$ cat src/rtl/axis_frame_source_pkg.sv
// Shared definitions for the AXI-Stream frame source: FSM state encoding
// and the tuser value that marks a frame as bad.
package axis_frame_pkg;

  localparam logic [1:0] ST_IDLE   = 2'd0;
  localparam logic [1:0] ST_SEND   = 2'd1;
  localparam logic [1:0] ST_GAP    = 2'd2;
  localparam logic [1:0] ST_FINISH = 2'd3;

  // Also consumed by axis_frame_fifo benches to recognise a bad frame.
  localparam logic USER_BAD_FRAME = 1'b1;

endpackage

$ cat src/rtl/axis_frame_source_if.sv
// AXI-Stream channel between the frame source (master) and a receiver (slave).
interface axis_frame_source_if #(
  parameter int DATA_WIDTH = 8
) ();

  logic [DATA_WIDTH-1:0] tdata;
  logic                  tvalid;
  logic                  tready;
  logic                  tlast;
  logic                  tuser;

  modport master (
    output tdata,
    output tvalid,
    output tlast,
    output tuser,
    input  tready
  );

  modport slave (
    input  tdata,
    input  tvalid,
    input  tlast,
    input  tuser,
    output tready
  );

endinterface

$ cat src/rtl/axis_frame_source_gap_timer.sv
// Loadable down-counter; expire pulses during the last counted cycle so the
// owner leaves its wait state after exactly load_value cycles.
module axis_frame_source_gap_timer #(
  parameter int WIDTH = 4
) (
  input  logic             clk,
  input  logic             rst,
  input  logic             load,
  input  logic [WIDTH-1:0] load_value,
  output logic             expire
);

  localparam logic [WIDTH-1:0] CNT_ZERO = {WIDTH{1'b0}};
  localparam logic [WIDTH-1:0] CNT_ONE  = WIDTH'(1);

  logic [WIDTH-1:0] count_r;

  // Count register: load has priority, otherwise count down to zero and stop.
  always_ff @(posedge clk) begin
    if (rst) begin
      count_r <= CNT_ZERO;
    end else if (load) begin
      count_r <= load_value;
    end else if (count_r != CNT_ZERO) begin
      count_r <= count_r - CNT_ONE;
    end else begin
      count_r <= count_r;
    end
  end

  assign expire = (count_r == CNT_ONE) && !load;

endmodule

$ cat src/rtl/axis_frame_source.sv
// Programmable AXI-Stream frame generator with incrementing data pattern.
// Optional bad-frame tuser marking: define AXIS_FRAME_SOURCE_BAD_FRAME_EN.
module axis_frame_source
  import axis_frame_pkg::*;
#(
  parameter int DATA_WIDTH  = 8,
  parameter int LEN_WIDTH   = 8,
  parameter int COUNT_WIDTH = 8,
  parameter int GAP_WIDTH   = 4
) (
  input  logic                   clk,
  input  logic                   rst,
  input  logic                   start,
  input  logic [LEN_WIDTH-1:0]   frame_len,
  input  logic [COUNT_WIDTH-1:0] frame_count,
  input  logic [GAP_WIDTH-1:0]   gap_cycles,
  input  logic [DATA_WIDTH-1:0]  data_seed,
  input  logic                   bad_frame_en,
  input  logic [COUNT_WIDTH-1:0] bad_frame_index,
  axis_frame_source_if.master    output_axis,
  output logic                   busy,
  output logic                   done,
  output logic [COUNT_WIDTH-1:0] frames_sent
);

  localparam logic [DATA_WIDTH-1:0]  DATA_ONE  = DATA_WIDTH'(1);
  localparam logic [DATA_WIDTH-1:0]  DATA_ZERO = {DATA_WIDTH{1'b0}};
  localparam logic [LEN_WIDTH-1:0]   LEN_ONE   = LEN_WIDTH'(1);
  localparam logic [LEN_WIDTH-1:0]   LEN_ZERO  = {LEN_WIDTH{1'b0}};
  localparam logic [COUNT_WIDTH-1:0] CNT_ONE   = COUNT_WIDTH'(1);
  localparam logic [COUNT_WIDTH-1:0] CNT_ZERO  = {COUNT_WIDTH{1'b0}};
  localparam logic [GAP_WIDTH-1:0]   GAP_ZERO  = {GAP_WIDTH{1'b0}};

  logic [1:0]             state_r,  state_s;
  logic [DATA_WIDTH-1:0]  tdata_r,  tdata_s;
  logic                   tvalid_r, tvalid_s;
  logic                   tlast_r,  tlast_s;
  logic                   busy_r,   busy_s;
  logic                   done_r,   done_s;
  logic [COUNT_WIDTH-1:0] frames_r, frames_s;
  logic [LEN_WIDTH-1:0]   beat_r,   beat_s;
  logic [LEN_WIDTH-1:0]   len_m1_r, len_m1_s;
  logic [COUNT_WIDTH-1:0] count_r,  count_s;
  logic [GAP_WIDTH-1:0]   gap_r,    gap_s;
  logic                   gap_load_s;
  logic                   gap_expire_s;
  logic                   cfg_load_s;

  assign cfg_load_s = (state_r == ST_IDLE) && start;

  axis_frame_source_gap_timer #(
    .WIDTH (GAP_WIDTH)
  ) u_gap_timer (
    .clk        (clk),
    .rst        (rst),
    .load       (gap_load_s),
    .load_value (gap_r),
    .expire     (gap_expire_s)
  );

  // Next-state and next-output logic for the frame sequencer.
  always_comb begin
    state_s    = state_r;
    tdata_s    = tdata_r;
    tvalid_s   = tvalid_r;
    tlast_s    = tlast_r;
    busy_s     = busy_r;
    done_s     = 1'b0;
    frames_s   = frames_r;
    beat_s     = beat_r;
    len_m1_s   = len_m1_r;
    count_s    = count_r;
    gap_s      = gap_r;
    gap_load_s = 1'b0;

    case (state_r)
      ST_IDLE: begin
        if (start) begin
          // A zero length is promoted to a single-beat frame.
          if (frame_len == LEN_ZERO) begin
            len_m1_s = LEN_ZERO;
          end else begin
            len_m1_s = frame_len - LEN_ONE;
          end
          count_s  = frame_count;
          gap_s    = gap_cycles;
          frames_s = CNT_ZERO;
          beat_s   = LEN_ZERO;
          tdata_s  = data_seed;
          if (frame_count == CNT_ZERO) begin
            state_s  = ST_FINISH;
            tvalid_s = 1'b0;
            tlast_s  = 1'b0;
            busy_s   = 1'b0;
          end else begin
            state_s  = ST_SEND;
            tvalid_s = 1'b1;
            tlast_s  = (len_m1_s == LEN_ZERO);
            busy_s   = 1'b1;
          end
        end else begin
          state_s = ST_IDLE;
        end
      end

      ST_SEND: begin
        if (tvalid_r && output_axis.tready) begin
          tdata_s = tdata_r + DATA_ONE;
          if (tlast_r) begin
            frames_s = frames_r + CNT_ONE;
            beat_s   = LEN_ZERO;
            if (frames_s == count_r) begin
              state_s  = ST_FINISH;
              tvalid_s = 1'b0;
              tlast_s  = 1'b0;
              busy_s   = 1'b0;
            end else if (gap_r == GAP_ZERO) begin
              state_s = ST_SEND;
              tlast_s = (len_m1_r == LEN_ZERO);
            end else begin
              state_s    = ST_GAP;
              tvalid_s   = 1'b0;
              tlast_s    = 1'b0;
              gap_load_s = 1'b1;
            end
          end else begin
            beat_s  = beat_r + LEN_ONE;
            tlast_s = (beat_s == len_m1_r);
          end
        end else begin
          state_s = ST_SEND;
        end
      end

      ST_GAP: begin
        if (gap_expire_s) begin
          state_s  = ST_SEND;
          tvalid_s = 1'b1;
          tlast_s  = (len_m1_r == LEN_ZERO);
        end else begin
          state_s = ST_GAP;
        end
      end

      ST_FINISH: begin
        done_s  = 1'b1;
        state_s = ST_IDLE;
      end

      default: begin
        state_s  = ST_IDLE;
        tvalid_s = 1'b0;
        tlast_s  = 1'b0;
        busy_s   = 1'b0;
      end
    endcase
  end

  // Sequencer and output registers.
  always_ff @(posedge clk) begin
    if (rst) begin
      state_r  <= ST_IDLE;
      tdata_r  <= DATA_ZERO;
      tvalid_r <= 1'b0;
      tlast_r  <= 1'b0;
      busy_r   <= 1'b0;
      done_r   <= 1'b0;
      frames_r <= CNT_ZERO;
      beat_r   <= LEN_ZERO;
      len_m1_r <= LEN_ZERO;
      count_r  <= CNT_ZERO;
      gap_r    <= GAP_ZERO;
    end else begin
      state_r  <= state_s;
      tdata_r  <= tdata_s;
      tvalid_r <= tvalid_s;
      tlast_r  <= tlast_s;
      busy_r   <= busy_s;
      done_r   <= done_s;
      frames_r <= frames_s;
      beat_r   <= beat_s;
      len_m1_r <= len_m1_s;
      count_r  <= count_s;
      gap_r    <= gap_s;
    end
  end

`ifdef AXIS_FRAME_SOURCE_BAD_FRAME_EN
  logic                   bad_en_r;
  logic [COUNT_WIDTH-1:0] bad_idx_r;
  logic                   bad_en_s;
  logic [COUNT_WIDTH-1:0] bad_idx_s;
  logic                   tuser_s;
  logic                   tuser_r;

  // Bad-frame selection; the start cycle uses the live inputs so frame 0 can be marked.
  always_comb begin
    bad_en_s  = bad_en_r;
    bad_idx_s = bad_idx_r;
    if (cfg_load_s) begin
      bad_en_s  = bad_frame_en;
      bad_idx_s = bad_frame_index;
    end else begin
      bad_en_s  = bad_en_r;
      bad_idx_s = bad_idx_r;
    end
    if (bad_en_s && (bad_idx_s == frames_s) && tlast_s && tvalid_s) begin
      tuser_s = USER_BAD_FRAME;
    end else begin
      tuser_s = 1'b0;
    end
  end

  // Bad-frame configuration and tuser registers.
  always_ff @(posedge clk) begin
    if (rst) begin
      bad_en_r  <= 1'b0;
      bad_idx_r <= CNT_ZERO;
      tuser_r   <= 1'b0;
    end else begin
      bad_en_r  <= bad_en_s;
      bad_idx_r <= bad_idx_s;
      tuser_r   <= tuser_s;
    end
  end

  assign output_axis.tuser = tuser_r;
`else
  logic unused_bad_cfg;
  assign unused_bad_cfg    = ^{bad_frame_en, bad_frame_index, cfg_load_s};
  assign output_axis.tuser = 1'b0;
`endif

  assign output_axis.tdata  = tdata_r;
  assign output_axis.tvalid = tvalid_r;
  assign output_axis.tlast  = tlast_r;
  assign busy               = busy_r;
  assign done               = done_r;
  assign frames_sent        = frames_r;

endmodule

$ cat src/flat_wrapper.sv
// flat-port wrapper written by rule: the top's interface ports become plain ports
module axis_frame_source_flat import axis_frame_pkg::*;
#(
  parameter int DATA_WIDTH  = 8,
  parameter int LEN_WIDTH   = 8,
  parameter int COUNT_WIDTH = 8,
  parameter int GAP_WIDTH   = 4
)
  (clk, rst, start, frame_len, frame_count, gap_cycles, data_seed, bad_frame_en, bad_frame_index, busy, done, frames_sent, output_axis_tdata, output_axis_tvalid, output_axis_tlast, output_axis_tuser, output_axis_tready);
  axis_frame_source_if #(.DATA_WIDTH(DATA_WIDTH)) output_axis_i ();
  input  logic clk;
  input  logic rst;
  input  logic start;
  input  logic [LEN_WIDTH-1:0] frame_len;
  input  logic [COUNT_WIDTH-1:0] frame_count;
  input  logic [GAP_WIDTH-1:0] gap_cycles;
  input  logic [DATA_WIDTH-1:0] data_seed;
  input  logic bad_frame_en;
  input  logic [COUNT_WIDTH-1:0] bad_frame_index;
  output logic busy;
  output logic done;
  output logic [COUNT_WIDTH-1:0] frames_sent;
  output wire logic [$bits(output_axis_i.tdata)-1:0] output_axis_tdata;
  output wire logic [$bits(output_axis_i.tvalid)-1:0] output_axis_tvalid;
  output wire logic [$bits(output_axis_i.tlast)-1:0] output_axis_tlast;
  output wire logic [$bits(output_axis_i.tuser)-1:0] output_axis_tuser;
  input wire logic [$bits(output_axis_i.tready)-1:0] output_axis_tready;
  assign output_axis_tdata = output_axis_i.tdata;
  assign output_axis_tvalid = output_axis_i.tvalid;
  assign output_axis_tlast = output_axis_i.tlast;
  assign output_axis_tuser = output_axis_i.tuser;
  assign output_axis_i.tready = output_axis_tready;
  axis_frame_source #(.DATA_WIDTH(DATA_WIDTH), .LEN_WIDTH(LEN_WIDTH), .COUNT_WIDTH(COUNT_WIDTH), .GAP_WIDTH(GAP_WIDTH)) u_core (.clk(clk), .rst(rst), .start(start), .frame_len(frame_len), .frame_count(frame_count), .gap_cycles(gap_cycles), .data_seed(data_seed), .bad_frame_en(bad_frame_en), .bad_frame_index(bad_frame_index), .output_axis(output_axis_i), .busy(busy), .done(done), .frames_sent(frames_sent));
endmodule
$ cat config.mk
export PLATFORM = sky130hd
export DESIGN_NAME = axis_frame_source_flat
export DESIGN_NICKNAME = d
export VERILOG_FILES = /design/src/rtl/axis_frame_source_pkg.sv /design/src/rtl/axis_frame_source_if.sv /design/src/rtl/axis_frame_source_gap_timer.sv /design/src/rtl/axis_frame_source.sv /design/src/flat_wrapper.sv
export SDC_FILE = /design/constraint.sdc
export NUM_CORES = 1
export LEC_CHECK = 0
export CORE_ASPECT_RATIO = 0.9
export CORE_MARGIN = 2
export CORE_UTILIZATION = 50
export DETAILED_ROUTE_END_ITERATION = 7
export PLACE_DENSITY = 0.81
export SYNTH_ARGS = -nofsm -noshare
export SYNTH_HDL_FRONTEND = slang
export SYNTH_SLANG_ARGS = --single-unit
$ cat constraint.sdc
create_clock -name clk -period 4 [get_ports clk]
set_input_delay 1.2 -clock clk [delete_from_list [all_inputs] [get_ports clk]]
set_output_delay 1.2 -clock clk [all_outputs]
set_load 0.02 [all_outputs]
==> impl_metrics.json <==
{
  "synth_top_area_share": 0.322,
  "cp.buffers_inverters": 3,
  "netlist_top_cells_area": "dfxtp_1 (32%), nor2_1 (7.6%), a21oi_1 (7.1%)",
  "path_cells": "clkdlybuf4s50_1, inv_1, ha_1, or3b_2, nor3_1, buf_4, a21oi_1, o22ai_1, a211oi_1, a211oi_1",
  "cpMostUsedCell": "a211oi_1",
  "drc": 0,
  "cts.sinks": 54,
  "run_status": "complete, no violations",
  "fin_skew_ns": 0.00815,
  "rows": 28,
  "fp.dieArea_um2": 7400,
  "ir_drop_uv": 182,
  "wl_um": 7960,
  "netlist_area_um2": 3360,
  "worst_pin_slew_ns": 0.872,
  "die_w_um": 90.4,
  "critical_path_arrival_ns": 3.35,
  "setup_violations": 0,
  "maxSlewHeadroom": 0.413,
  "htree_levels": 2,
  "critPathMaxFanout": 6,
  "fin_crit_sh": 0.779,
  "ys_seq_area_frac": 0.322,
  "wl_per_cell_um": 14.0,
  "core_um2": 6550,
  "yosysWarnings": 0,
  "clock-root-buffer": "clkbuf_8",
  "grt_pass1_wl_um": 13600,
  "finalHoldViolations": 0,
  "drt-initial-drc-count": 190,
  "area_delta_synth_final_pct": 19.6,
  "fin_nets": 531,
  "end_kind": "flip-flop",
  "slew_viol_final": 0,
  "critPathLaunchType": "input pin",
  "cts_resized": 0,
  "rsz0062_at_grt": "no",
  "hold_path.class": "flip-flop to flip-flop",
  "pin_count": 62,
  "tns_ns": 0,
  "synth.largest_area_cell": "dfxtp_1",
  "r2r_slack_ns": 1.27,
  "num_antenna_cells": 0,
  "fin_util": 0.614,
  "io_buffers": 51,
  "postSynthCellCount": 436,
  "synth_seq_cells": 54,
  "syn-num-nets": 488,
  "firstDrtPassIters": 4,
  "die_h_um": 81.8,
  "synthFlopType": "dfxtp_1",
  "layout_min_cycle_time_ns": 3.11,
  "max_freq_mhz": 321,
  "synth_edf_count": 0,
  "dpl.hpwl_um": 5770,
  "cts_made_buffers": 5,
  "clock_latency_ns": 0.31,
  "cp_slowest_cell": "clkdlybuf4s50_1",
  "power_density_nw_per_um2": 345,
  "place_congestion": 0.859,
  "fin_cells": 569,
  "cp_top_family": "buffers and inverters",
  "grt-ovfl-total": 0,
  "antenna_found_initial": 0,
  "clkTransAtPathRegs_ns": 0.10,
  "p_leak_nw": 1.47,
  "via_per_inst": 5.69,
  "power.total_mw": 1.39,
  "ys_types": 59,
  "holdWs_ns": 0.476,
  "via_count": 3235,
  "antenna_left": 0,
  "drive_gt1_frac": 0.0668,
  "grt_max_degree": 56,
  "ctsHoldBuffers": 0,
  "syn_avg_cell_area_um2": 7.71,
  "tritoncts": "yes",
  "critical_path_class": "input pin to flip-flop",
  "cts_max_path_buffers": 2,
  "drv_cap": 0,
  "grt_pass1_vias": 3012,
  "async_flop_share": 0,
  "grt_use_total": 0.221,
  "postCtsSetupRepairBufs": 0,
  "slowest_delay_ns": 0.48,
  "dp_cells": 562,
  "initial_utilization": 0.513,
  "cp.required_ns": 4.23
}
[synth_stat cells (all sizes together) (4+ instances only)]
| cell | instances |
|---|---|
| nand3b | 4 |
| ha | 11 |
| dfxtp | 54 |
| o21ai | 15 |
| nand4 | 4 |
| nand2 | 52 |
| clkbuf | 19 |
| nor3 | 18 |
| mux2i | 9 |
| nor4 | 5 |
| a21oi | 48 |
| inv | 12 |
| or3 | 8 |
| a22oi | 4 |
| nor2 | 68 |
| xor2 | 9 |
| nand3 | 13 |
| xnor2 | 14 |
| nor2b | 7 |
| a211oi | 8 |
[tightest hold or removal path: cells and delay by family, from the launching register on]
family / cells / cell delay, ns
AOI/OAI and AO/OA: 1 / 0.05
DFF: 1 / 0.33
and+or+nand+nor: 1 / 0.05
[cells by family (layout without fill, tap and decap cells)]
logic type | after synthesis | in the layout | share of synthesized area
compound gates | 100 | 100 | 0.191
fa+ha+maj | 11 | 11 | 0.0409
other cells | 1 | 1 | 0.00112
mux | 11 | 11 | 0.0368
simple gates | 204 | 204 | 0.303
flops | 54 | 54 | 0.322
xor+xnor | 23 | 23 | 0.0599
buf+inv | 32 | 75 | 0.0458
[metrics by stage]
stage | instance area (um2) | setup slack, ns
floorplan | 3360 | 0.992
global placement | 3910 | 0.620
detailed placement | 3910 | 0.587
CTS | 4020 | 0.905
global route | 4020 | 0.779
finish | 4020 | 0.885
[layout make-up]
type	count	area [um2]
fillers	602	2530
multi-input cells	350	2130
flip-flops and latches	54	1080
repair buffers	56	543
well taps	90	113
clock buffers	6	82.6
inverters	12	45.0
clock inverters	1	30.0
[where the power goes]
part	total, mW	internal [mW]	switching (mW)
Clock	0.375	0.200	0.175
Combinational	0.388	0.177	0.211
Sequential	0.623	0.581	0.0422
[cells in the final DEF (no fill, tap or decap), types with 5 or more instances in the layout]
master | synthesis | routed
a211oi_1 | 8 | 8
a21oi_1 | 48 | 48
buf_4 | 1 | 5
clkbuf_8 | 3 | 6
clkdlybuf4s50_1 | 0 | 50
dfxtp_1 | 54 | 54
ha_1 | 11 | 11
inv_1 | 12 | 12
mux2i_1 | 9 | 9
nand2_1 | 51 | 51
nand3_1 | 12 | 12
nor2_1 | 68 | 68
nor2b_1 | 7 | 7
nor3_1 | 18 | 18
nor4_1 | 5 | 5
o21ai_0 | 15 | 15
or3_1 | 7 | 7
xnor2_1 | 14 | 14
xor2_1 | 9 | 9
[flip-flops by register name (all words and copies together) (netlist names)]
name	count
u_core.u_gap_timer.count_r	4
u_core.count_r	8
u_core.beat_r	8
u_core.frames_sent	8
u_core.len_m1_r	8
u_core.done	1
u_core.output_axis.tvalid	1
u_core.gap_r	4
u_core.busy	1
u_core.output_axis.tdata	8
u_core.output_axis.tlast	1
u_core.state_r	2
[per-layer routing]
metal | global-route usage | share of wire
met5 | 0 | 0
met4 | 0.0631 | 0.015
met3 | 0.0339 | 0.064
met2 | 0.393 | 0.47
met1 | 0.284 | 0.46
[worst paths after layout]
path         cells past startpoint                  endpoint                   from
max                             10  u_core.output_axis.tlast           frame_len[0]
min                              2         u_core.count_r[7]      u_core.count_r[7]
max reg2reg                      8         u_core.state_r[1]  u_core.frames_sent[0]
min reg2reg                      2         u_core.count_r[7]      u_core.count_r[7]
No activity file was read; power rests on OpenSTA's default activity.
